--- config.mk ---
export PLATFORM = sky130hd
export DESIGN_NAME = mc_cpu_core
export DESIGN_NICKNAME = d
export VERILOG_FILES = /design/src/rtl/mc_cpu_core.sv
export SDC_FILE = /design/constraint.sdc
export NUM_CORES = 2
export LEC_CHECK = 0
export CORE_MARGIN = 2
export CORE_UTILIZATION = 32
export DETAILED_ROUTE_END_ITERATION = 16
export GPL_TIMING_DRIVEN = 1
export SYNTH_ARGS = -nofsm -noshare
export SYNTH_HDL_FRONTEND = slang
export SYNTH_SLANG_ARGS = --single-unit
--- constraint.sdc ---
create_clock -name clk -period 4.63 [get_ports clk]
set_clock_uncertainty 0.15 [all_clocks]
set_input_delay 0.6945 -clock clk [delete_from_list [all_inputs] [get_ports clk]]
set_output_delay 0.6945 -clock clk [all_outputs]
set_load 0.02 [all_outputs]
--- src/rtl/mc_cpu_core.sv ---
// mc_cpu_core: multicycle MIPS-subset CPU (datapath + control FSM).
// Connects to one unified memory through a req/ready handshake, so the memory may add wait states.
// It halts on an illegal opcode, on a misaligned fetch and on a misaligned lw/sw.
// It also counts retired instructions and non-halted cycles.
//
// Ports:
//   clk          rising-edge clock
//   rst          asynchronous reset, active low
//   mem_req      memory access request
//   mem_we       1 = write, 0 = read (valid with mem_req)
//   mem_adr      byte address (valid with mem_req)
//   mem_wdata    store data, i.e. rt value (valid with mem_req & mem_we)
//   mem_rdata    read data, sampled when mem_ready=1
//   mem_ready    access completes in a cycle where mem_req=1 and mem_ready=1
//   pc           current PC register
//   halted       core is in the absorbing HALT state
//   cycle_cnt    clocks since reset, excluding HALT cycles
//   instret_cnt  instructions retired
module mc_cpu_core #(
    parameter logic [31:0] RESET_PC   = 32'h0,
    parameter bit          ENABLE_BNE = 1'b1,
    parameter int unsigned CNT_W      = 32
) (
    input  logic             clk,
    input  logic             rst,
    output logic             mem_req,
    output logic             mem_we,
    output logic [31:0]      mem_adr,
    output logic [31:0]      mem_wdata,
    input  logic [31:0]      mem_rdata,
    input  logic             mem_ready,
    output logic [31:0]      pc,
    output logic             halted,
    output logic [CNT_W-1:0] cycle_cnt,
    output logic [CNT_W-1:0] instret_cnt
);

    localparam logic [5:0] OpRtype = 6'h00;
    localparam logic [5:0] OpJ     = 6'h02;
    localparam logic [5:0] OpJal   = 6'h03;
    localparam logic [5:0] OpBeq   = 6'h04;
    localparam logic [5:0] OpBne   = 6'h05;
    localparam logic [5:0] OpAddi  = 6'h08;
    localparam logic [5:0] OpSlti  = 6'h0A;
    localparam logic [5:0] OpLw    = 6'h23;
    localparam logic [5:0] OpSw    = 6'h2B;

    localparam logic [5:0] FnJr  = 6'h08;
    localparam logic [5:0] FnAdd = 6'h20;
    localparam logic [5:0] FnSub = 6'h22;
    localparam logic [5:0] FnAnd = 6'h24;
    localparam logic [5:0] FnOr  = 6'h25;
    localparam logic [5:0] FnSlt = 6'h2A;

    typedef enum logic [3:0] {
        StFetch, StDecode, StExec, StWb, StMaddr, StMrd, StMwb, StMwr, StBr, StJmp, StHalt
    } state_e;

    state_e            state_q, state_d;
    logic [31:0]       pc_q, pc_d;
    logic [31:0]       ir_q, ir_d;
    logic [31:0]       a_q, a_d;
    logic [31:0]       b_q, b_d;
    logic [31:0]       aluout_q, aluout_d;
    logic [31:0]       mdr_q, mdr_d;
    logic [CNT_W-1:0]  cycle_q, cycle_d;
    logic [CNT_W-1:0]  instret_q, instret_d;
    logic [31:0]       regs_q [32];
    logic [31:0]       regs_d [32];

    // Instruction fields
    logic [5:0]  op, func;
    logic [4:0]  rs, rt, rd;
    logic [31:0] imm_sext;
    assign op       = ir_q[31:26];
    assign rs       = ir_q[25:21];
    assign rt       = ir_q[20:16];
    assign rd       = ir_q[15:11];
    assign func     = ir_q[5:0];
    assign imm_sext = {{16{ir_q[15]}}, ir_q[15:0]};

    logic        rf_we;
    logic [4:0]  rf_waddr;
    logic [31:0] rf_wdata;
    logic        retire;
    logic [31:0] alu_b;
    logic [31:0] maddr;

    always_comb begin
        state_d   = state_q;
        pc_d      = pc_q;
        ir_d      = ir_q;
        a_d       = a_q;
        b_d       = b_q;
        aluout_d  = aluout_q;
        mdr_d     = mdr_q;
        rf_we     = 1'b0;
        rf_waddr  = 5'd0;
        rf_wdata  = 32'h0;
        retire    = 1'b0;
        alu_b     = (op == OpRtype) ? b_q : imm_sext;
        maddr     = a_q + imm_sext;

        unique case (state_q)
            StFetch: begin
                if (pc_q[1:0] != 2'b00) begin
                    state_d = StHalt;
                end else if (mem_ready) begin
                    ir_d    = mem_rdata;
                    pc_d    = pc_q + 32'd4;
                    state_d = StDecode;
                end
            end
            StDecode: begin
                a_d      = regs_q[rs];
                b_d      = regs_q[rt];
                // Branch target precomputed from the already-incremented PC
                aluout_d = pc_q + (imm_sext << 2);
                case (op)
                    OpRtype: begin
                        if (func == FnJr) begin
                            state_d = StJmp;
                        end else if (func == FnAdd || func == FnSub || func == FnAnd ||
                                     func == FnOr || func == FnSlt) begin
                            state_d = StExec;
                        end else begin
                            state_d = StHalt;
                        end
                    end
                    OpAddi, OpSlti: state_d = StExec;
                    OpLw, OpSw:     state_d = StMaddr;
                    OpBeq:          state_d = StBr;
                    OpBne:          state_d = ENABLE_BNE ? StBr : StHalt;
                    OpJ, OpJal:     state_d = StJmp;
                    default:        state_d = StHalt;
                endcase
            end
            StExec: begin
                if (op == OpRtype) begin
                    case (func)
                        FnSub:   aluout_d = a_q - alu_b;
                        FnAnd:   aluout_d = a_q & alu_b;
                        FnOr:    aluout_d = a_q | alu_b;
                        FnSlt:   aluout_d = {31'h0, $signed(a_q) < $signed(alu_b)};
                        default: aluout_d = a_q + alu_b;
                    endcase
                end else if (op == OpSlti) begin
                    aluout_d = {31'h0, $signed(a_q) < $signed(alu_b)};
                end else begin
                    aluout_d = a_q + alu_b;
                end
                state_d = StWb;
            end
            StWb: begin
                rf_we    = 1'b1;
                rf_waddr = (op == OpRtype) ? rd : rt;
                rf_wdata = aluout_q;
                retire   = 1'b1;
                state_d  = StFetch;
            end
            StMaddr: begin
                aluout_d = maddr;
                if (maddr[1:0] != 2'b00) begin
                    state_d = StHalt;
                end else begin
                    state_d = (op == OpLw) ? StMrd : StMwr;
                end
            end
            StMrd: begin
                if (mem_ready) begin
                    mdr_d   = mem_rdata;
                    state_d = StMwb;
                end
            end
            StMwb: begin
                rf_we    = 1'b1;
                rf_waddr = rt;
                rf_wdata = mdr_q;
                retire   = 1'b1;
                state_d  = StFetch;
            end
            StMwr: begin
                if (mem_ready) begin
                    retire  = 1'b1;
                    state_d = StFetch;
                end
            end
            StBr: begin
                if ((op == OpBeq) ? (a_q == b_q) : (a_q != b_q)) begin
                    pc_d = aluout_q;
                end
                retire  = 1'b1;
                state_d = StFetch;
            end
            StJmp: begin
                if (op == OpRtype) begin
                    pc_d = a_q;
                end else begin
                    pc_d = {pc_q[31:28], ir_q[25:0], 2'b00};
                    if (op == OpJal) begin
                        rf_we    = 1'b1;
                        rf_waddr = 5'd31;
                        rf_wdata = pc_q;
                    end
                end
                retire  = 1'b1;
                state_d = StFetch;
            end
            default: begin
                // HALT absorbs everything until reset
                state_d = StHalt;
            end
        endcase

        regs_d = regs_q;
        if (rf_we && rf_waddr != 5'd0) begin
            regs_d[rf_waddr] = rf_wdata;
        end

        cycle_d   = (state_q != StHalt) ? cycle_q + CNT_W'(1) : cycle_q;
        instret_d = retire ? instret_q + CNT_W'(1) : instret_q;
    end

    always_ff @(posedge clk or negedge rst) begin
        if (!rst) begin
            state_q   <= StFetch;
            pc_q      <= RESET_PC;
            ir_q      <= 32'h0;
            a_q       <= 32'h0;
            b_q       <= 32'h0;
            aluout_q  <= 32'h0;
            mdr_q     <= 32'h0;
            cycle_q   <= '0;
            instret_q <= '0;
            for (int i = 0; i < 32; i++) begin
                regs_q[i] <= 32'h0;
            end
        end else begin
            state_q   <= state_d;
            pc_q      <= pc_d;
            ir_q      <= ir_d;
            a_q       <= a_d;
            b_q       <= b_d;
            aluout_q  <= aluout_d;
            mdr_q     <= mdr_d;
            cycle_q   <= cycle_d;
            instret_q <= instret_d;
            regs_q    <= regs_d;
        end
    end

    // Request is decoded from the state so the first fetch after reset needs no extra cycle;
    // gating with rst keeps it low while reset is held.
    assign mem_req     = rst && ((state_q == StFetch && pc_q[1:0] == 2'b00) ||
                                 state_q == StMrd || state_q == StMwr);
    assign mem_we      = (state_q == StMwr);
    assign mem_adr     = (state_q == StFetch) ? pc_q : aluout_q;
    assign mem_wdata   = b_q;
    assign pc          = pc_q;
    assign halted      = (state_q == StHalt);
    assign cycle_cnt   = cycle_q;
    assign instret_cnt = instret_q;

endmodule
Yosys cells after proc, flatten, opt, wreduce, memory -nomap -nowiden
Cells that the tools add are included.

word-level totals
  flip-flop bits (word level) = 1284
  output and inout port bits = 163
  logic and storage cells = 166

cells by class
  $add $sub $neg = 7
  magnitude comparators = 5
  eq/ne operators = 34
  muxes and demuxes = 43
  bitwise logic cells = 6
  reductions and logical operators = 29

operator list
  cell                     count
  $bwmux W1024             1
  $mux W32                 15
  $bmux W32 S5             2
  $pmux W32 S3             3
  $demux W32 S5            1
  $pmux W32 S4             1
  $add A32 B32 Y32         3
  $add A32 B1 Y32 const B  2
  $eq A6 B6 Y1 const B     7
  $add A32 B3 Y32 const B  1
  $and A32 B32 Y32         1
  $eq A32 B32 Y1           1
  $lt A32 B32 Y1           1
  $ne A32 B32 Y1           1
  $or A32 B32 Y32          1
  $sub A32 B32 Y32         1
  $mux W4                  7
  $pmux W4 S7              1
  $pmux W4 S5              1
  $eq A6 B4 Y1 const B     3
  $ge A6 B6 Y1 const B     3
  $not A5 Y6               3
  $eq A4 B3 Y1 const B     4
  $mux W5                  3
  other kinds (29)         57

Depth between registers and ports, before layout
  word-level depth = 10
  mapped depth = 22
  depth with buffers taken out = 18

Worst setup path before layout
OpenSTA, ideal clock, no wires.

  path kind = register to register
  start point = reg ir_q[26]
  end point = reg aluout_q[28]
  arrival = 4.587 ns
  data required time = 4.354 ns
  path slack = -0.233 ns
  cell stages (with the launch flop) = 21
  buffers on the path = 3
  clock period less this slack = 4.863 ns
  path through = dfrtp_1 > nor4_2 > and2_1 > clkbuf_1 > buf_1 > clkbuf_1 > nand2_1 > nand2_1 > ha_1 > inv_1 > fa_1 > nand2b_1 > a2bb2oi_1 > a221oi_2 > o22ai_1 > o41a_1 > a311oi_2 > xnor2_1 > a21oi_1 > a211oi_1 > o32a_1

on the way
  word-level cells in the longest chain between the ends = 6
  elaborated cells between the ends (all ways) = 11

ends and longest elaborated chain
  item                                            RTL line  source
  start: declaration                              61        logic [31:0] ir_q, ir_d;
  start signal: assignment                        241       ir_q <= ir_d;
  $logic_not A6 Y1                                101, 139
  $mux W32                                        101       alu_b = (op == OpRtype) ? b_q : imm_sext;
  $add A32 B32 Y32, or another cell as far along  145, 150
  $pmux W32 S4 or $mux W32 (tied branches)        140, 147
  $mux W32 *                                      139       if (op == OpRtype) begin
  $pmux W32 S3 *                                  104       unique case (state_q)
  end signal: assignment                          244       aluout_q <= aluout_d;
  end: declaration                                64        logic [31:0] aluout_q, aluout_d;

Every way passes the cells marked *; elsewhere a longest branch is shown, timed or not.
A chain may end at the register's enable or synchronous reset.

Worst setup path in the final report
  start point = reg ir_q[30]
  end point = reg aluout_q[31]

Same word-level chain as after synthesis.

==> results.yml <==
placed_design:
  pre_cts_slack_ns: -0.106
  numPortBuffers: 197
  dp_hpwl_um: 188000
  gp_congestion: 1.02
  dp_cells: 9722
yosys:
  ys.flop_type: "dfrtp_1"
  yosysSeqAreaShare_pct: 44.3
  yosysTopAreaCell: "dfrtp_1"
  synth_top_area_share_pct: 44.3
  syn_area_per_cell_um2: 10.7
  ys_top_cells_by_count: "1284 x dfrtp_1, 837 x nor2_1, 794 x a21oi_1"
  ys_warn_count: 0
  async_flop_share_pct: 100
  synth_cell_types: 90
  syn_area_um2: 72500
  synthTopCellsByArea: "dfrtp_1 44%, mux4_2 20%, a21oi_1 5.5%"
  syn_inst: 6748
  yosys_register_bits: 1284
  synth_edf_count: 0
  synth_most_common_cell: "dfrtp_1"
  syn-num-nets: 6946
timing:
  fmax_mhz: 222
  slew_violations: 0
  relSlewSlack_pct: 3.52
  setup_ws_ns: 0.133
  finalCriticalPeriod_ns: 4.50
  setup_violations: 0
  rsz0062_at_grt: "yes"
  min_period_over_period_pct: 97.1
  worst_pin_slew_ns: 1.45
  hold_viol_final: 0
setup_path:
  cp_max_fo: 6
  end_kind: "flop"
  crit_buf_inv: 4
  start_kind: "flop"
  worst_ep_arrival_time_ns: 5.03
  cpMostUsedCell: "a211oi_1"
  path_cells: "nor4_4, and2_4, buf_4, buf_12, nand2_1, nand2_1, inv_1, ha_1, nand2b_1, a211oi_1, a211oi_1, buf_4, a211oi_4, o21ai_4, a31oi_4, o41ai_2, nor4b_2, nor4_1, a211oi_1, a211o_1"
  r2r_start: "ir_q[30]"
  cpLargestDelayFamily: "compound AO/OA/AOI/OAI gates"
  crit_slowest_cell: "dfrtp_1"
  worstPathRequired_ns: 5.17
  startpoint: "ir_q[30]"
  worst-setup-path-type: "flop to flop"
  cpPeakStageDelay_ns: 0.41
power_and_ir_drop:
  swShare_pct: 44.3
  ir_drop_uv: 409
  p_leak_nw: 35.8
  power.density_nw_per_um2: 702
  p_int_w: 0.0333
  clockPowerShare_pct: 19.8
  power.total_w: 0.0597
  switchingPower_w: 0.0264
  p_comb_share_pct: 53.1
  seq_power_share_pct: 27.1
die:
  rows: 174
  core_area_um2: 225000
  die_y_um: 480
  start_util_pct: 32.2
  die-width_um: 480
  die-area_um2: 230000
  io_pins: 198
global_routing:
  grt_max_degree: 185
  grt-ovfl-total: 0
  antenna_found_initial: 10
  grt_pass1_vias: 56832
  track_usage_pct: 23.5
  grt_pass1_wl_um: 400000
job:
  cap_violations: 0
hold_path:
  hold_class: "flop to flop"
  hold_start: "regs_q[997]"
clock_network:
  cts_tree: "yes"
  h-tree-depth: 4
  clkLatencyLatePin_ns: 0.82
  path_clk_slew_ns: 0.06
  cts_inserted_buffers: 147
  clockRootBuffer: "clkbuf_16"
  clock_path_buffers: 3
  cts_sinks: 1284
detailed_routing:
  first_iter_violations: 6957
  vias: 57816
  drtPass1Iterations: 9
  post_drt_wl_per_cell_um: 27.5
  route.detailed.drc: 0
  drt_wl_total_um: 274000
  viasPerCell: 5.79
  ant_nets: 0
cells_and_area:
  area_growth_pct: 17.3
  drive_gt1_share_pct: 21.0
  final_nets: 7081
  fin_cells: 9987
  n_fill_cell: 21765
run_status:
  outcome: "complete, no violations"
[placed cells by master (no fill, tap or decap), drive strengths merged, types with 98 or more instances in the layout]
cell type,Yosys,routed
mux4,640,640
nor2,852,852
o21ai,584,584
inv,121,125
buf,193,397
clkdlybuf4s50,0,196
dfrtp,1284,1284
a21oi,795,795
ha,159,159
clkbuf,415,208
mux2,98,98
nand2,683,683
[area by class of cell]
cell class / instances / area, µm² / share of cell area, %
repair buffers: 594 / 5880 / 6.92
flip-flops and latches: 1284 / 32200 / 37.8
diodes: 2 / 5.00 / 0.00589
multi-input cells: 4735 / 37900 / 44.6
inverters: 121 / 454 / 0.534
well taps: 2992 / 3740 / 4.40
clock inverters: 51 / 696 / 0.818
clock buffers: 208 / 4180 / 4.92
[final timing paths]
path / slack, ns / end / cells after the start
setup / recovery: 0.13 / aluout_q[31] / 20
hold / removal: 0.24 / regs_q[997] / 0
setup reg to reg: 0.13 / aluout_q[31] / 20
hold reg to reg: 0.24 / regs_q[997] / 0
max in group asynchronous: 2.30 / regs_q[858] / 4
min in group asynchronous: 0.37 / aluout_q[10] / 2
[sequential cells by signal, summed over array words and instances (netlist names)]
signal and count:
regs_q 1024, aluout_q 32, a_q 32, state_q 4, cycle_cnt 32, ir_q 32, mdr_q 32, pc 32
mem_wdata 32, instret_cnt 32
[timing repair]
action                                  CTS  global route
gates cloned                              0             0
resized for setup                         5            51
endpoints found under the setup margin    5            17
pin swaps                                 1            13
hold buffers                              1             0
setup buffers                             0             3
hold endpoints to repair                 76             0
[power by group through the flow]
stage	registers, W	clock network, W	logic (W)
finish	0.0162	0.0118	0.0317
detailed placement	0.0162	0	0.0306
global placement	0.0161	0	0.0306
global route	0.0163	0.0125	0.0336
floorplan	0.0150	0	0.0191
CTS	0.0160	0.0120	0.0308
[through the flow]
stage	hold slack, ns	area [µm²]	setup TNS, ns	util [%]
6_report	0.243	85000	0	37.8
5_1_grt	0.259	85000	-0.0697	37.8
4_1_cts	0.246	84700	0	37.7
3_5_place_dp	0.233	79800	-0.117	35.5
3_3_place_gp	0.226	79800	-0.000981	35.5
2_1_floorplan	0.249	72500	0	-
[metal layers]
metal / up-vias / GRT usage [%] / part of all wire (%)
met5: - / 0 / 0.018
met4: 8 / 10.8 / 5.0
met3: 598 / 4.74 / 8.8
met2: 2867 / 36.4 / 45
met1: 29418 / 31.7 / 41
li1: 24925 / - / -
[cell families after synthesis]
group                    Yosys count  synth area share (%)
multiplexers                     812                  22.4
XOR/XNOR                         159                  1.92
adder cells (fa/ha/maj)          163                  2.86
flip-flops                      1284                  44.3
AO/OA/AOI/OAI                   1772                  14.0
AND/OR/NAND/NOR                 1829                  10.5
buffers and inverters            729                  4.00
Note: power is estimated with default switching activity, not from simulation.
==> RTL change: new RTL, same settings <==
Set the parameter `CNT_W` to 48 (it was 32).
--- a/src/rtl/mc_cpu_core.sv
+++ b/src/rtl/mc_cpu_core.sv
@@ -19,7 +19,7 @@
 module mc_cpu_core #(
     parameter logic [31:0] RESET_PC   = 32'h0,
     parameter bit          ENABLE_BNE = 1'b1,
-    parameter int unsigned CNT_W      = 32
+    parameter int unsigned CNT_W      = 48
 ) (
     input  logic             clk,
     input  logic             rst,
Interface: changed (resized cycle_cnt and instret_cnt); port bits go from 198 to 230. No check against the original RTL was run, so the function may have changed too.
==> RTL change against the unedited design <==
Largest cell class unchanged. Power decreased by 15%. Sequential cell count is 32 higher. Wire length fell by 3.1%. Setup slack better by 0.068 ns. First-iteration DRC count down 7.5%. Synthesized area is 1.7% higher. Final area increased by 0.74%.
==> RTL change: results (changes against the unedited design) <==
<table>
<tr><th>Metric</th><th>Value</th></tr>
<tr><th colspan="2">Synthesis</th></tr>
<tr><td>Cell types with the highest counts after synthesis</td><td>1316 x sky130_fd_sc_hd__dfrtp_1, 1154 x sky130_fd_sc_hd__a21oi_1, 1150 x sky130_fd_sc_hd__nor2_1, 640 x sky130_fd_sc_hd__mux4_2, 481 x sky130_fd_sc_hd__clkbuf_1 (was 1284 x sky130_fd_sc_hd__dfrtp_1, 837 x sky130_fd_sc_hd__nor2_1, 794 x sky130_fd_sc_hd__a21oi_1, 681 x sky130_fd_sc_hd__nand2_1, 640 x sky130_fd_sc_hd__mux4_2)</td></tr>
<tr><th colspan="2">Floorplan</th></tr>
<tr><td>Placeable core region</td><td>229500 um^2 (was 224900 um^2)</td></tr>
<tr><th colspan="2">STA</th></tr>
<tr><td>Worst Tran Pin Value</td><td>1.160 ns (was 1.447 ns)</td></tr>
<tr><th colspan="2">Routing</th></tr>
<tr><td>M1 WL</td><td>109.4 mm (was 111.9 mm)</td></tr>
<tr><td>Routed len/inst</td><td>26.34 um (was 27.46 um)</td></tr>
<tr><td>Sum of met2 wire segment lengths after detailed routing</td><td>122.9 mm (was 124.4 mm)</td></tr>
<tr><th colspan="2">Layout</th></tr>
<tr><td>FILL cells</td><td>22.22k (was 21.77k)</td></tr>
<tr><td>Fraction of final layout cells sized beyond drive strength 1</td><td>19.03% (was 20.99%)</td></tr>
<tr><td>Non-Clock Buffer Count</td><td>536 (was 594)</td></tr>
<tr><td>Sequential Area</td><td>32970 um^2 (was 32170 um^2)</td></tr>
<tr><td>Clock-cell share of area</td><td>5.461% (was 5.735%)</td></tr>
<tr><th colspan="2">Placed design</th></tr>
<tr><td>Routability Congestion</td><td>0.9913 (was 1.019)</td></tr>
<tr><td>Instance area at placement</td><td>80900 um^2 (was 79810 um^2)</td></tr>
<tr><th colspan="2">Worst setup path</th></tr>
<tr><td>Logic depth of the worst register-to-register path</td><td>18 (was 20)</td></tr>
<tr><td>Worst-path fanout max</td><td>10 (was 6)</td></tr>
<tr><th colspan="2">Pwr</th></tr>
<tr><td>Leakage power</td><td>0.03658 uW (was 0.03585 uW)</td></tr>
<tr><th colspan="2">GRT</th></tr>
<tr><td>Met3 routing resource usage after global routing</td><td>3.965% (was 4.738%)</td></tr>
<tr><td>Number of antenna violations at the first check in global routing</td><td>6 (was 10)</td></tr>
<tr><td>Pin count of the biggest net entering global routing</td><td>168 (was 185)</td></tr>
<tr><th colspan="2">Run status</th></tr>
<tr><td>Result of the run</td><td>complete, no violations (unchanged)</td></tr>
</table>
-- RTL change: cell families (layout without fill, tap and decap cells) --
logic type                 after synthesis  in the layout  share of synthesized area, %
and+or+nand+nor                       1854           1854                         10.48
AOI/OAI and AO/OA                     1809           1809                         13.89
DFF                                   1316           1316                         44.66
muxes                                  809            809                         22.01
buffers and inverters                  726            907                         3.787
xor gates and xnor gates               199            199                         2.364
adders and majority gates              163            163                         2.807
-- RTL change: final timing paths --
path | endpoint | from
max | aluout_q[28]$_DFFE_PN0P_ | ir_q[26]$_DFFE_PN0P_
min | regs_q[1014]$_DFFE_PN0P_ | regs_q[1014]$_DFFE_PN0P_
max reg2reg | aluout_q[28]$_DFFE_PN0P_ | ir_q[26]$_DFFE_PN0P_
min reg2reg | regs_q[1014]$_DFFE_PN0P_ | regs_q[1014]$_DFFE_PN0P_
max in group asynchronous | regs_q[729]$_DFFE_PN0P_ | rst
min in group asynchronous | instret_cnt[12]$_DFFE_PN0P_ | rst
-- RTL change: timing repair --
action,4_1_cts,5_1_grt
endpoints found under the setup margin,3,17
cloned,0,0
endpoints found under the hold margin,48,0
buffers inserted,0,0
hold buffers,1,0
resized for setup,4,12
pin swaps,0,1
-- RTL change: per-stage QoR --
step	setup WS (ns)	hold slack, ns
floorplan	-0.03340	0.2489
global placement	-0.1442	0.2263
detailed placement	-0.1433	0.2333
CTS	0.001356	0.2411
global route	-0.03753	0.2604
finish	0.2008	0.2452
-- RTL change: power by group through the flow --
stage          Sequential [uW]  Clock, uW  Combinational (uW)
4_1_cts                  16000      11900               22800
5_1_grt                  16300      12300               24500
3_5_place_dp             16200          0               22700
2_1_floorplan            14900          0               15200
3_3_place_gp             16100          0               22500
6_report                 16100      11700               23000
